$ cat config.mk
export PLATFORM = sky130hd
export DESIGN_NAME = prbs_step
export DESIGN_NICKNAME = d
export VERILOG_FILES = /design/src/rtl/prbs_step.sv
export SDC_FILE = /design/constraint.sdc
export NUM_CORES = 1
export LEC_CHECK = 0
export ABC_AREA = 1
export BUFFER_PORTS_ARGS = -buffer_cell sky130_fd_sc_hd__clkbuf_2
export CORE_MARGIN = 3
export CORE_UTILIZATION = 40
export DETAILED_ROUTE_END_ITERATION = 7
export GPL_TIMING_DRIVEN = 0
export PLACE_DENSITY = 0.78
export SYNTH_ARGS = -nofsm -noshare
export SYNTH_HDL_FRONTEND = slang
export SYNTH_SLANG_ARGS = --single-unit
$ cat constraint.sdc
create_clock -name vclk -period 2.88
set_input_delay 0 -clock vclk [all_inputs]
set_output_delay 0 -clock vclk [all_outputs]
set_load 0.005 [all_outputs]
$ cat src/rtl/prbs_step.sv
// prbs_step: W combinational steps of a 31-bit Fibonacci LFSR.
// fb_out=0 returns the emitted bits s[N-1]; fb_out=1 returns the feedback bits.
module prbs_step #(
    parameter int W = 1
) (
    input  logic [30:0]  state,
    input  logic [4:0]   n,
    input  logic [4:0]   t,
    input  logic         fb_out,
    output logic [W-1:0] bits,
    output logic [30:0]  nxt
);

    logic [30:0] s;
    logic        ob;
    logic        nb;

    // Unroll W steps; first step lands in bits[W-1]
    always_comb begin
        s    = state;
        ob   = 1'b0;
        nb   = 1'b0;
        bits = '0;
        for (int i = 0; i < W; i++) begin
            ob = s[n - 5'd1];
            nb = ob ^ s[t - 5'd1];
            bits[W-1-i] = fb_out ? nb : ob;
            s = {s[29:0], nb};
        end
        nxt = s;
    end

endmodule

# [Yosys cells after proc, flatten, opt, wreduce, memory -nomap -nowiden]
# Index checks and enable logic that the tools add are counted.
[totals] ff_bits=0 out_inout_bits=32
[op_classes] n_bitwise=1 muxes=5 n_lt_le_gt_ge=2 addsub=2
[ops] operator="5-bit by 6-bit < comparator with 1-bit output (second input constant)" n=2
[ops] operator="1-bit binary-select mux with 5-bit select" n=2
[ops] operator="5-bit by 1-bit subtractor with 5-bit output (second input constant)" n=2
[ops] operator="1-bit 2-to-1 mux" n=3
[ops] operator="1-bit XOR" n=1

# [Depth between registers and ports, before layout]
# Gate-level depths: netlist (run 1).
[depth] depth_word=5 ltp_mapped=16

# [Worst setup path after synthesis (run 1)]
# OpenSTA, ideal clock, no wires.
[synth_path] path_kind="input to output" from="input port t[0]" to="output port nxt[0]" required_time_ns=2.880 slack_ns=1.352 n_path_buf=4 t_arrival_ns=1.528 stages=15 cell_sequence="buf_4 -> inv_4 -> buf_6 -> ha_1 -> buf_2 -> inv_2 -> nand3_1 -> nand3_1 -> nand3_1 -> nand2_1 -> nand2_1 -> nand2_1 -> nand2_1 -> and2_1 -> buf_4"
[synth_via] elab_chain_len=4
[synth_rtl] element="from (decl)" line="8" text="input logic [4:0] t,"
[synth_rtl] element="5-bit by 1-bit subtractor with 5-bit output" line="26" text="nb = ob ^ s[t - 5'd1];"
[synth_rtl] element="1-bit binary-select mux with 5-bit select" line="26"
[synth_rtl] element="1-bit 2-to-1 mux (not written as such)" line="26"
[synth_rtl] element="1-bit XOR" line="26"
[synth_rtl] element="to (decl)" line="11" text="output logic [30:0] nxt"
# No other way between the ends. The select of a mux whose other input is x is not followed.

# [Final worst setup path (run 1)]
# Same ends and word-level chain as after synthesis.

==> results.cfg, run 1 <==
[floorplan]
row_count = 18
die_y_microns = 59.9
die_area_sq_mm = 0.00359
core_area_sq_mm = 0.00261
start_util_pct = 44.5
boundaryPins = 74
die_w_microns = 59.9

[routing]
avgViaCountPerCell = 4.79
routed_wl_mm = 3.55
dr.pass1.iters = 4
drt-initial-drc-count = 79
wl_per_cell_microns = 10.7
route.detailed.drc = 0
num_vias = 1595
drtAntennaViolNets = 0

[job]
maxCapViolations = 0

[global_routing]
grt_usage_pct = 19.2
grt_overflow_total = 0
grt_pass1_wl_mm = 5.62
first_global_vias = 1294
grt_max_degree = 11
grt_antenna_before_repair = 0

[min_path]
hold_path.class = in -> out

[logic_synthesis]
ys_seq_area_share_pct = 0
yosysTopAreaCellShare_pct = 32.3
netlist_area_sq_mm = 0.00116
synth_area_leaders = nand2_1 (32%), nand3_1 (26%), buf_4 (21%)
synth_most_common_cell = nand2_1
netlist_top_cells_count = nand2_1 (100), nand3_1 (61), buf_4 (33)
yosysTopAreaCell = nand2_1
yosysUniqueCellTypes = 18
synth_warnings = 0
avgSynthCellArea_sq_um = 5.04
synth_cells = 231
syn-num-nets = 275

[finish]
num_antenna_cells = 0
syn2layout_area_growth_pct = 34.2
register_area_sq_um = 0
fin_nets = 349
finalInstanceArea_sq_mm = 0.00156
stdcell_count = 333
seq_cell_count = 0
drive_above_1_share_pct = 39.6
nClkBuffers = 0
utilization_pct = 59.8

[power]
power_leakage_uw = 0.000996
share_seq_of_total_power_pct = 0
swShare_pct = 52.9
power.density_mw_per_mm2 = 179
p_clk_share_pct = 0
p_sw_uw = 148
combPwrFrac_pct = 100.0
ir_drop_mv = 0.139
cell_internal_pwr_uw = 132

[setup_path]
arrival_ns = 1.89
critPathRequiredTime_ns = 2.88
crit_top_cell = nand2_1
worstPathMaxFanout = 10
crit_path_top_delay_cell = ha_1
cp_top_family = buffers and inverters
slowest_delay_ns = 0.23
worstPathCellList = buf_4 -> inv_4 -> buf_6 -> ha_1 -> buf_2 -> inv_2 -> nand3_1 -> nand3_1 -> nand3_1 -> nand2_1 -> nand2_1 -> nand2_1 -> nand2_1 -> and2_1 -> buf_4 -> clkbuf_2
critical_path_class = in -> out
path_buf_inv = 7
crit_path_end_kind = primary output
crit_path_start_kind = input pin

[place]
dpl.cell_count = 333
gp_congestion = 0.878
placed_area_sq_mm = 0.00156
port_buffers = 72
place.detailed.hpwl_mm = 3.01

[clock_network]
cts_setup_buffers = 0
hold_buffers = 0
cts_resized = 0

[outcome]
status = complete, no violations

[sta]
max_freq_mhz = 529
finalSetupTns_ns = 0
rsz0062_at_grt = no
max_slew_margin_pct = 83.6
final_hold_viol_count = 0
layout_min_cycle_time_ns = 1.89
finalSetupViolCount = 0
fin_crit_sh_pct = 65.6
drv_slew = 0
tightest_slew_ns = 0.245
holdWs_ns = 0.285
==> worst min-delay path, cell delays in order <==
cell and delay, ns:
clkbuf_2 0.10, buf_4 0.09, clkbuf_2 0.09
==> cell usage in the layout, fill, tap and decap left out, drive strengths merged <==
master	n
nand2	100
clkbuf	72
nand3	62
buf	39
inv	20
xor2	2
nand4	2
ha	2
clkinv	1
nor3	1
and2	1
or2	1
==> layout make-up <==
type	count	area, sq um
Fill cell	302	1050
Inverter	21	88.8
Tap cell	30	37.5
Timing Repair Buffer	72	360
Buffer	39	307
Multi-Input combinational cell	171	768
==> routing by layer <==
| layer | track usage (%) | vias to the layer above | share of wire [%] |
|---|---|---|---|
| met4 | 0 | 0 | 0 |
| met5 | 0 | - | 0 |
| met2 | 34.9 | 66 | 50 |
| met3 | 0 | 0 | 7.9 |
| li1 | - | 856 | - |
| met1 | 26.9 | 673 | 42 |
==> through the flow <==
stage	setup slack, ns	total power [uW]
finish	0.990	280
global route	0.844	315
CTS	1.01	281
detailed placement	1.02	280
global placement	1.03	277
floorplan	1.35	181
==> power groups by stage <==
stage / clock, uW / combinational [uW] / sequential [uW]
3_3_place_gp: 0 / 277 / 0
3_5_place_dp: 0 / 280 / 0
2_1_floorplan: 0 / 181 / 0
6_report: 0 / 280 / 0
4_1_cts: 0 / 281 / 0
5_1_grt: 0 / 315 / 0
==> worst paths after layout <==
path | startpoint | to | slack (ns) | cells past startpoint
hold / removal | state[7] | nxt[8] | 0.28 | 3
setup / recovery | t[0] | nxt[0] | 0.99 | 16
==> cell families (layout without fill, tap and decap cells) <==
| logic type | after synthesis | after routing | share of synthesized area, % |
|---|---|---|---|
| xor+xnor | 2 | 2 | 1.51 |
| simple gates | 167 | 167 | 62.4 |
| buf+inv | 60 | 132 | 34.0 |
| fa+ha+maj | 2 | 2 | 2.15 |
No activity file was read; power rests on OpenSTA's default activity.
==> inputs of run 2 (changes only) <==
ABC_AREA = 0   (was 1)
PLACE_DENSITY = 0.82   (was 0.78)
clock period = 1.76 ns   (was 2.88 ns; I/O delays follow)
==> results.cfg, run 2 <==
[logic_synthesis]
synth_most_common_cell = buf_4
syn-num-nets = 146
synth_top_family_by_area = multiplexers
synth_area_leaders = mux4_2 (30%), buf_4 (24%), mux2i_1 (8.2%)
yosysUniqueCellTypes = 31
yosysTopAreaCellShare_pct = 30.1
synth_warnings = 0
synthMuxAreaShare_pct = 43.0
synthSimpleGateAreaFrac_pct = 9.01
netlist_top_cells_count = buf_4 (31), mux4_2 (13), mux2i_1 (8)
synth_compound_area_share_pct = 8.49
synth_cells = 102
avgSynthCellArea_sq_um = 9.53
ys_seq_area_share_pct = 0
synth_adder_area_share_pct = 2.57
yosys.area_share.xor_xnor_pct = 9.14
netlist_area_sq_um = 972
yosysTopAreaCell = mux4_2

[sta]
drv_slew = 0
max_slew_margin_pct = 74.4
tightest_slew_ns = 0.381
layout_min_cycle_time_ns = 1.79
finalSetupViolCount = 2
max_freq_mhz = 559
setup_slack_ns = -0.0279
final_hold_viol_count = 0
fin_crit_sh_pct = 102
rsz0062_at_grt = yes

[power]
p_sw_uw = 204
cell_internal_pwr_uw = 318
p_clk_share_pct = 0
power.density_mw_per_mm2 = 332
combPwrFrac_pct = 100.0
ir_drop_mv = 0.213
report.power.total_uw = 522
swShare_pct = 39.1
power_leakage_uw = 0.000800
share_seq_of_total_power_pct = 0

[floorplan]
row_count = 17
boundaryPins = 74
die_y_microns = 55.3
die_area_sq_mm = 0.00306
start_util_pct = 43.1
die_w_microns = 55.3
core_area_sq_mm = 0.00225

[routing]
avgViaCountPerCell = 5.10
met3WireLength_microns = 230
wl_met1_mm = 1.09
route.detailed.drc = 0
routed_wl_mm = 2.92
dr.pass1.iters = 4
wl_met2_mm = 1.55
num_vias = 1081
top_layer = met4
wl_per_cell_microns = 13.8
drt-initial-drc-count = 26
drtAntennaViolNets = 0

[min_path]
min_from = state[14]
hold_depth = 3
hold_path.class = in -> out
hold_end = nxt[15]

[setup_path]
path_buf_inv = 4
crit_path_end_kind = primary output
critical_path_class = in -> out
worstPathMaxFanout = 7
crit_path_top_delay_cell = mux4_2
cp_top_family = multiplexers
worstPathCellList = buf_12 -> inv_6 -> ha_4 -> buf_12 -> mux4_2 -> mux4_2 -> mux2i_4 -> xnor2_1 -> buf_2
slowest_delay_ns = 0.52
crit_path_start_kind = input pin
critPathRequiredTime_ns = 1.76
arrival_ns = 1.79

[finish]
register_area_sq_um = 0
utilization_pct = 69.8
layout_common_cells = clkbuf_2 (69), buf_4 (41), mux4_2 (13)
syn2layout_area_growth_pct = 61.8
fin_nets = 230
drive_above_1_share_pct = 78.8
num_antenna_cells = 0
nClkBuffers = 0
seq_cell_count = 0
final_common_cell = clkbuf_2

[outcome]
status = finished, violations left
violations = setup timing

[place]
port_buffers = 72
place.detailed.hpwl_mm = 2.42
gp_congestion = 0.826

[job]
maxCapViolations = 0

[global_routing]
grt_max_degree = 10
grt_antenna_before_repair = 0
grt_overflow_total = 0
grt_pass1_wl_mm = 4.55
first_global_vias = 1065
grt_usage_pct = 17.3
## run 2: cell count changes after synthesis, sizes merged, moves of 3 or more
cell	delta
nor3	+3
nand2	-97
inv	-16
nor2	+3
nand3	-61
mux2i	+9
buf	-5
xnor2	+5
mux4	+13
## run 2: area by class of cell
class                           count  area, sq um
Inverter                            4         25.0
Tap cell                           28         35.0
Multi-Input combinational cell     62          753
Timing Repair Buffer               86          509
Fill cell                         177          682
Buffer                             32          250
## run 2: how the worst max path moves through the flow
stage                     start  endpoint  slack [ns]  depth (start not counted)
after CTS                  t[0]      bits       -0.06                         11
after global placement     t[0]    nxt[0]       -0.32                         12
after detailed placement   t[0]    nxt[0]       -0.35                         12
after global routing       n[0]      bits       -0.08                          9
final                      n[0]      bits       -0.03                          9
after floorplan            n[0]    nxt[0]        0.01                          9
## run 2: logic make-up after synthesis
family	count (synthesis)
buffers and inverters	40
muxes	24
and+or+nand+nor	17
AOI/OAI and AO/OA	11
xor gates and xnor gates	8
adders and majority gates	2
## run 2: timing repair
action | 4_1_cts | 5_1_grt
setup endpoints to repair | 2 | 2
gates resized for setup | 4 | 14
hold buffers | 0 | 0
setup buffers | 6 | 8
pin swaps | 4 | 6
gates cloned | 0 | 0
## run 2: power by group through the flow
stage | Clock [uW] | Sequential (uW) | Combinational, uW
after floorplan | 0 | 0 | 315
after global placement | 0 | 0 | 455
after detailed placement | 0 | 0 | 467
after CTS | 0 | 0 | 480
after global routing | 0 | 0 | 559
final | 0 | 0 | 522
## run 2: routing by layer
| layer | track usage, % | vias up |
|---|---|---|
| li1 | - | 519 |
| met1 | 20.5 | 500 |
| met2 | 33.6 | 58 |
| met3 | 1.87 | 4 |
| met4 | 2.78 | 0 |
| met5 | 0 | - |
## run 2: metrics by stage
step	hold WS, ns	setup WS [ns]	std cells	TNS (ns)	instance area [sq um]
final	0.285	-0.0279	212	-0.0494	1570
after global routing	0.306	-0.0815	212	-0.162	1570
after CTS	0.288	-0.0625	205	-0.120	1480
after detailed placement	0.287	-0.346	202	-0.617	1430
after global placement	0.284	-0.322	202	-0.568	1430
after floorplan	0.0808	0.0143	102	0	1040
